**src/rtl/dmem_arbiter_if.sv**
```systemverilog
// Data-memory port bundle: core (MEM stage) request, ext loader/debug handshake,
// and the single shared memory macro port.
interface dmem_arbiter_if;
    logic        core_req;
    logic        core_we;
    logic [2:0]  core_funct3;
    logic [31:0] core_addr;
    logic [31:0] core_wdata;
    logic [31:0] core_rdata;
    logic        stall_m;

    logic        ext_valid;
    logic        ext_ready;
    logic        ext_we;
    logic [2:0]  ext_funct3;
    logic [31:0] ext_addr;
    logic [31:0] ext_wdata;
    logic        ext_rvalid;
    logic [31:0] ext_rdata;

    logic        mem_we;
    logic [2:0]  mem_funct3;
    logic [31:0] mem_addr;
    logic [31:0] mem_wdata;
    logic [31:0] mem_rdata;

    modport slave (
        input  core_req, core_we, core_funct3, core_addr, core_wdata,
        output core_rdata, stall_m,
        input  ext_valid, ext_we, ext_funct3, ext_addr, ext_wdata,
        output ext_ready, ext_rvalid, ext_rdata,
        output mem_we, mem_funct3, mem_addr, mem_wdata,
        input  mem_rdata
    );

    modport master (
        output core_req, core_we, core_funct3, core_addr, core_wdata,
        input  core_rdata, stall_m,
        output ext_valid, ext_we, ext_funct3, ext_addr, ext_wdata,
        input  ext_ready, ext_rvalid, ext_rdata,
        input  mem_we, mem_funct3, mem_addr, mem_wdata,
        output mem_rdata
    );
endinterface

```
**src/rtl/dmem_arbiter.sv**
```systemverilog
// Shares the data-memory port between the pipeline MEM stage (zero-latency path)
// and an external valid/ready requester, with a starvation-forced ext grant.
module dmem_arbiter #(
    parameter int STARVE_LIMIT = 4,
    parameter int CNT_W        = 3
) (
    input  logic           clk,
    input  logic           rst,
    dmem_arbiter_if.slave  bus
);
    typedef enum logic [0:0] {IDLE = 1'b0, GAP = 1'b1} state_t;

    localparam logic [CNT_W-1:0] LIMIT = CNT_W'(STARVE_LIMIT);

    state_t             state_r;
    state_t             state_s;
    logic [CNT_W-1:0]   starve_cnt_r;
    logic [CNT_W-1:0]   starve_cnt_s;
    logic               ext_grant_s;
    logic               ext_rvalid_r;
    logic [31:0]        ext_rdata_r;
    logic               mem_we_s;
    logic [2:0]         mem_funct3_s;
    logic [31:0]        mem_addr_s;
    logic [31:0]        mem_wdata_s;

    // Grant decision, next state, starvation count and memory port mux
    always_comb begin
        ext_grant_s  = 1'b0;
        state_s      = state_r;
        starve_cnt_s = starve_cnt_r;
        mem_we_s     = 1'b0;
        mem_funct3_s = bus.core_funct3;
        mem_addr_s   = bus.core_addr;
        mem_wdata_s  = bus.core_wdata;

        // Gating with rst keeps the port quiet (no grant, no write) while in reset
        if (rst && (state_r == IDLE) && bus.ext_valid &&
            (!bus.core_req || (starve_cnt_r == LIMIT))) begin
            ext_grant_s = 1'b1;
        end else begin
            ext_grant_s = 1'b0;
        end

        case (state_r)
            IDLE: begin
                if (ext_grant_s) begin
                    state_s = GAP;
                end else begin
                    state_s = IDLE;
                end
            end
            GAP:     state_s = IDLE;
            default: state_s = IDLE;
        endcase

        if (ext_grant_s || !bus.ext_valid) begin
            starve_cnt_s = {CNT_W{1'b0}};
        end else if (bus.core_req && (state_r == IDLE)) begin
            if (starve_cnt_r < LIMIT) begin
                starve_cnt_s = starve_cnt_r + {{(CNT_W-1){1'b0}}, 1'b1};
            end else begin
                starve_cnt_s = starve_cnt_r;
            end
        end else begin
            starve_cnt_s = starve_cnt_r;
        end

        if (ext_grant_s) begin
            mem_we_s     = bus.ext_we;
            mem_funct3_s = bus.ext_funct3;
            mem_addr_s   = bus.ext_addr;
            mem_wdata_s  = bus.ext_wdata;
        end else begin
            mem_we_s     = rst && bus.core_req && bus.core_we;
            mem_funct3_s = bus.core_funct3;
            mem_addr_s   = bus.core_addr;
            mem_wdata_s  = bus.core_wdata;
        end
    end

    // FSM state and starvation counter registers
    always_ff @(posedge clk or negedge rst) begin
        if (!rst) begin
            state_r      <= IDLE;
            starve_cnt_r <= {CNT_W{1'b0}};
        end else begin
            state_r      <= state_s;
            starve_cnt_r <= starve_cnt_s;
        end
    end

    // Ext read return: capture memory data for granted reads, pulse rvalid once
    always_ff @(posedge clk or negedge rst) begin
        if (!rst) begin
            ext_rvalid_r <= 1'b0;
            ext_rdata_r  <= 32'h0000_0000;
        end else if (ext_grant_s && !bus.ext_we) begin
            ext_rvalid_r <= 1'b1;
            ext_rdata_r  <= bus.mem_rdata;
        end else begin
            ext_rvalid_r <= 1'b0;
            ext_rdata_r  <= ext_rdata_r;
        end
    end

    assign bus.ext_ready  = ext_grant_s;
    assign bus.stall_m    = ext_grant_s && bus.core_req;
    assign bus.core_rdata = bus.mem_rdata;
    assign bus.ext_rvalid = ext_rvalid_r;
    assign bus.ext_rdata  = ext_rdata_r;
    assign bus.mem_we     = mem_we_s;
    assign bus.mem_funct3 = mem_funct3_s;
    assign bus.mem_addr   = mem_addr_s;
    assign bus.mem_wdata  = mem_wdata_s;
endmodule

```
**src/flat_wrapper.sv**
```systemverilog
// flat-port wrapper written by rule: the top's interface ports become plain ports
module dmem_arbiter_flat 
#(
    parameter int STARVE_LIMIT = 4,
    parameter int CNT_W        = 3
)
  (clk, rst, bus_core_req, bus_core_we, bus_core_funct3, bus_core_addr, bus_core_wdata, bus_core_rdata, bus_stall_m, bus_ext_valid, bus_ext_we, bus_ext_funct3, bus_ext_addr, bus_ext_wdata, bus_ext_ready, bus_ext_rvalid, bus_ext_rdata, bus_mem_we, bus_mem_funct3, bus_mem_addr, bus_mem_wdata, bus_mem_rdata);
  dmem_arbiter_if bus_i ();
  input  logic clk;
  input  logic rst;
  input wire logic [$bits(bus_i.core_req)-1:0] bus_core_req;
  input wire logic [$bits(bus_i.core_we)-1:0] bus_core_we;
  input wire logic [$bits(bus_i.core_funct3)-1:0] bus_core_funct3;
  input wire logic [$bits(bus_i.core_addr)-1:0] bus_core_addr;
  input wire logic [$bits(bus_i.core_wdata)-1:0] bus_core_wdata;
  output wire logic [$bits(bus_i.core_rdata)-1:0] bus_core_rdata;
  output wire logic [$bits(bus_i.stall_m)-1:0] bus_stall_m;
  input wire logic [$bits(bus_i.ext_valid)-1:0] bus_ext_valid;
  input wire logic [$bits(bus_i.ext_we)-1:0] bus_ext_we;
  input wire logic [$bits(bus_i.ext_funct3)-1:0] bus_ext_funct3;
  input wire logic [$bits(bus_i.ext_addr)-1:0] bus_ext_addr;
  input wire logic [$bits(bus_i.ext_wdata)-1:0] bus_ext_wdata;
  output wire logic [$bits(bus_i.ext_ready)-1:0] bus_ext_ready;
  output wire logic [$bits(bus_i.ext_rvalid)-1:0] bus_ext_rvalid;
  output wire logic [$bits(bus_i.ext_rdata)-1:0] bus_ext_rdata;
  output wire logic [$bits(bus_i.mem_we)-1:0] bus_mem_we;
  output wire logic [$bits(bus_i.mem_funct3)-1:0] bus_mem_funct3;
  output wire logic [$bits(bus_i.mem_addr)-1:0] bus_mem_addr;
  output wire logic [$bits(bus_i.mem_wdata)-1:0] bus_mem_wdata;
  input wire logic [$bits(bus_i.mem_rdata)-1:0] bus_mem_rdata;
  assign bus_i.core_req = bus_core_req;
  assign bus_i.core_we = bus_core_we;
  assign bus_i.core_funct3 = bus_core_funct3;
  assign bus_i.core_addr = bus_core_addr;
  assign bus_i.core_wdata = bus_core_wdata;
  assign bus_core_rdata = bus_i.core_rdata;
  assign bus_stall_m = bus_i.stall_m;
  assign bus_i.ext_valid = bus_ext_valid;
  assign bus_i.ext_we = bus_ext_we;
  assign bus_i.ext_funct3 = bus_ext_funct3;
  assign bus_i.ext_addr = bus_ext_addr;
  assign bus_i.ext_wdata = bus_ext_wdata;
  assign bus_ext_ready = bus_i.ext_ready;
  assign bus_ext_rvalid = bus_i.ext_rvalid;
  assign bus_ext_rdata = bus_i.ext_rdata;
  assign bus_mem_we = bus_i.mem_we;
  assign bus_mem_funct3 = bus_i.mem_funct3;
  assign bus_mem_addr = bus_i.mem_addr;
  assign bus_mem_wdata = bus_i.mem_wdata;
  assign bus_i.mem_rdata = bus_mem_rdata;
  dmem_arbiter #(.STARVE_LIMIT(STARVE_LIMIT), .CNT_W(CNT_W)) u_core (.clk(clk), .rst(rst), .bus(bus_i));
endmodule
```
**config.mk**
```make
export PLATFORM = sky130hd
export DESIGN_NAME = dmem_arbiter_flat
export DESIGN_NICKNAME = d
export VERILOG_FILES = /design/src/rtl/dmem_arbiter_if.sv /design/src/rtl/dmem_arbiter.sv /design/src/flat_wrapper.sv
export SDC_FILE = /design/constraint.sdc
export NUM_CORES = 1
export LEC_CHECK = 0
export CELL_PAD_IN_SITES_DETAIL_PLACEMENT = 1
export CELL_PAD_IN_SITES_GLOBAL_PLACEMENT = 2
export CORE_ASPECT_RATIO = 1.5
export CORE_MARGIN = 1
export CORE_UTILIZATION = 13
export DETAILED_ROUTE_END_ITERATION = 7
export PLACE_DENSITY_LB_ADDON = 0.05
export RECOVER_POWER = 100
export SLEW_MARGIN = 20
export SYNTH_ARGS = -nofsm -noshare
export SYNTH_HDL_FRONTEND = slang
export SYNTH_SLANG_ARGS = --single-unit
```
**constraint.sdc**
```tcl
create_clock -name clk -period 2.2 [get_ports clk]
set_clock_uncertainty 0.2 [all_clocks]
set_input_delay 0.22 -clock clk [delete_from_list [all_inputs] [get_ports clk]]
set_output_delay 0.22 -clock clk [all_outputs]
set_load 0.1 [all_outputs]
```
==> summary.md <==
| Metric | Value |
|---|---|
| Starting utilization of the core area | 0.134 |
| Origin of the worst setup path | u_core.starve_cnt_r[0] |
| Total nets after synthesis | 372 |
| Area added between synthesis and finish | 169% |
| Clock transition time at the flip-flop clock pins of the worst setup and hold paths | 0.05 ns |
| Crit Reg-Reg Endpoint | u_core.bus.ext_rdata[30] |
| Register-to-Register Path Depth | 7 |
| Net count, final | 668 |
| Peak supply drop | 0.296 mV |
| Upper clock frequency limit | 409 MHz |
| Boundary pin count | 307 |
| Placeable core area | 0.0192 mm^2 |
| Kind of critical path | reg2out |
| Portion of total power attributed to combinational logic | 0.678 |
| Share of flip-flops with an asynchronous set or reset after synthesis | 1.00 |
| RSZ-0062 raised after global routing | true |
| CP endpoint | bus_mem_addr[16] |
| First-pass GRT wire length | 21200 um |
| Final hold vios | 0 |
| Final period util | 1.11 |
| Worst hold path class | in2async |
| Slack of the worst reg-to-reg path | 0.04 ns |
| Post-synthesis instance total | 198 |
| Fin crit period | 2.44 ns |
| Hpwl dp | 13000 um |
| Initial antenna violation count | 5 |
| Number of endpoints failing setup at the final stage | 68 |
| Ys flop type | sky130_fd_sc_hd__dfrtp_1 |
| Deepest clock path buffer count | 2 |
| Cell type with the highest aggregate area in the netlist | sky130_fd_sc_hd__mux2_2 |
| Fin worst setup slack | -0.243 ns |
| Antenna viol nets, final | 0 |
| CTS tree | done |
| Clock network fraction of total power | 0.141 |
| Final global-route overflow total | 0 |
| Global-route usage over all layers | 0.148 |
| Synth top cells by count | sky130_fd_sc_hd__mux2_2, sky130_fd_sc_hd__dfrtp_1, sky130_fd_sc_hd__buf_4 |
| Leading post-synthesis cells by cell area | sky130_fd_sc_hd__mux2_2, sky130_fd_sc_hd__dfrtp_1, sky130_fd_sc_hd__buf_4 |
| Wire length per cell | 20.1 um |
| Static Leakage | 3.19 nW |
| Total standard cell area after synthesis | 0.00257 mm^2 |
| List of cells traversed by the critical path | inv_2, ha_4, a21boi_4, nor3_4, buf_4, bufbuf_16, mux2_4, buf_12 |
| Final routed wirelength across all metal layers | 15200 um |
| Vias in the first global route | 3225 |
| Arrival time reported for the critical path endpoint | 2.02 ns |
| Placement row count | 62 |
| Max incr delay on CP | 0.39 ns |
| Critical path's slowest cell | sky130_fd_sc_hd__dfrtp_1 |
| Share of layout cells above drive strength 1 | 0.489 |
| Sink count of the clock tree | 37 |
| Power per Cell Area | 715 mW/mm^2 |
| Number of synthesized register bits | 37 |
| Reg-to-reg startpoint | u_core.starve_cnt_r[0] |
| Least-Margin Pin Slew | 1.18 ns |
| # port buffers | 306 |
| Remaining routing DRC violations | 0 |
| Number of max-capacitance violations reported | 0 |
| Drt first pass iters | 2 |
| Number of buffers inserted during clock tree synthesis | 5 |
| Die area | 0.0204 mm^2 |
| Dominant cell by count in the synthesized netlist | sky130_fd_sc_hd__mux2_2 |
| Routed vias/inst | 3.72 |
| Number of synthesized flops with an enable pin | 0 |
| Hold_buf cts | 0 |
| Worst slew slack as a fraction of its limit | 0.220 |
| Sequential cell area fraction in the yosys report | 0.360 |
| Initial drt markers | 32 |
| Setup tns final | -12.29 ns |
| Synth warnings | 0 |
| Filler instances | 2089 |
| Average cell area after synthesis | 13.0 um^2 |
| Int Pwr | 0.00227 W |
| Part of the total power dissipated in sequential elements | 0.181 |
| Die X-Extent | 117 um |
| Outcome | finished with violations |
| Startpoint kind of the worst setup timing path | flip-flop |
| WP data required | 1.78 ns |
| Max Slew Vio Count | 0 |
| Overall via count from detail_route | 2803 |
| Top fanout value on the critical path | 8 |
| Proportion of netlist area held by the largest area contributor | 0.433 |
| Count of cell types in the netlist | 18 |
| Maximum number of pins on one net before global-route repair | 38 |
| Switching Fraction | 0.543 |
| Critical Path Sink Type | primary output |
| GPL Wtd Cong | 0.839 |
| Reported net switching power | 0.00269 W |
| Root cell of the clock tree | sky130_fd_sc_hd__clkbuf_16 |
| Worst hold margin | 0.157 ns |
| Number of levels in the clock H-tree | 2 |
| Clock latency on the worst-skew pair | 0.27 ns |
| Chip height | 174 um |
| Failing checks | negative setup slack |
[layout by cell type, fill, tap and decap left out]
cell type                         count
sky130_fd_sc_hd__clkbuf_1             2
sky130_fd_sc_hd__buf_4                9
sky130_fd_sc_hd__mux2_2              45
sky130_fd_sc_hd__buf_12              75
sky130_fd_sc_hd__buf_6                3
sky130_fd_sc_hd__nor3b_1              4
sky130_fd_sc_hd__nor4_2               1
sky130_fd_sc_hd__bufbuf_16            1
sky130_fd_sc_hd__dfrtp_1             37
sky130_fd_sc_hd__clkbuf_2            34
sky130_fd_sc_hd__nor3_4               1
sky130_fd_sc_hd__a21boi_4             1
sky130_fd_sc_hd__buf_16               3
sky130_fd_sc_hd__dlymetal6s2s_1      31
sky130_fd_sc_hd__inv_2                2
sky130_fd_sc_hd__inv_1                1
sky130_fd_sc_hd__buf_2                1
sky130_fd_sc_hd__and3_1               1
sky130_fd_sc_hd__clkinvlp_4           1
sky130_fd_sc_hd__mux2_4              54
sky130_fd_sc_hd__clkinv_2             2
sky130_fd_sc_hd__clkbuf_4             1
sky130_fd_sc_hd__ha_1                 1
sky130_fd_sc_hd__and2_4               1
sky130_fd_sc_hd__nand2_1              1
sky130_fd_sc_hd__diode_2              3
sky130_fd_sc_hd__mux2i_1              1
sky130_fd_sc_hd__a31oi_1              1
sky130_fd_sc_hd__mux2_1               1
sky130_fd_sc_hd__xnor2_1              1
sky130_fd_sc_hd__clkbuf_16            6
sky130_fd_sc_hd__nor3_1               1
sky130_fd_sc_hd__ha_4                 1
sky130_fd_sc_hd__clkdlybuf4s50_1    170
[worst max-delay path: cells and delay by family, from the launching register on]
family | cells | cell delay, ns
compound gates | 1 | 0.06
fa+ha+maj | 1 | 0.14
mux | 1 | 0.32
simple gates | 1 | 0.14
flops | 1 | 0.39
buf+inv | 4 | 0.70
[how the worst min path moves through the flow]
stage                               endpoint  depth (start not counted)
floorplan            u_core.bus.ext_rdata[0]                          0
global placement    u_core.bus.ext_rdata[27]                          1
detailed placement  u_core.bus.ext_rdata[27]                          1
CTS                 u_core.bus.ext_rdata[30]                          3
global route                  u_core.state_r                          4
finish              u_core.bus.ext_rdata[30]                          3
[power by group through the flow]
stage	sequential (W)	clock (W)	combinational, W
6_report	0.000895	0.000697	0.00336
5_1_grt	0.000918	0.000759	0.00345
4_1_cts	0.000900	0.000740	0.00356
3_5_place_dp	0.000913	0	0.00347
3_3_place_gp	0.000907	0	0.00346
2_1_floorplan	0.00193	0	0.00125
[final cells by class]
cell class,instances,area (um^2),area share
Multi-Input combinational cell,116,1490,0.216
Clock inverter,3,17.5,0.00253
Clock buffer,5,125,0.0181
Timing Repair Buffer,331,4020,0.581
Inverter,3,11.3,0.00163
Antenna cell,3,7.51,0.00108
Tap cell,256,320,0.0463
Sequential cell,37,926,0.134
[flip-flops by register name, summed over array words and instances (netlist names)]
register,flops
u_core.bus.ext_rvalid,1
u_core.starve_cnt_r,3
u_core.bus.ext_rdata,32
u_core.state_r,1
[per-layer routing]
layer | up-vias | global-route usage | wire length, um
met5 | - | 0 | 30
met4 | 6 | 0.0512 | 371
met3 | 20 | 0.0893 | 2310
met2 | 201 | 0.275 | 8160
met1 | 1311 | 0.126 | 4330
li1 | 1265 | - | -
[logic make-up (layout without fill, tap and decap cells)]
logic type,Yosys count,count (layout),synth area share
other,0,3,0
adder cells (fa/ha/maj),2,2,0.00972
flip-flops,37,37,0.360
buffers and inverters,45,342,0.141
multiplexers,101,101,0.441
AO/OA/AOI/OAI,2,2,0.00973
AND/OR/NAND/NOR,10,10,0.0345
XOR/XNOR,1,1,0.00340
[metrics by stage]
stage	power [W]	std cells	area, um^2	setup WS (ns)	utilization
6_report	0.00495	754	6920	-0.243	0.360
4_1_cts	0.00520	749	7230	-0.349	0.376
5_1_grt	0.00513	752	6920	-0.305	0.360
3_5_place_dp	0.00439	732	6710	-0.233	0.349
2_1_floorplan	0.00318	198	2620	-0.0806	-
3_3_place_gp	0.00437	732	6710	-0.233	0.349
[timing repair]
item,4_1_cts,5_1_grt
buffers inserted,4,2
pin swaps,2,2
endpoints found under the setup margin,70,70
gates cloned,5,1
resized for setup,52,5
(Power assumes the default switching activity.)
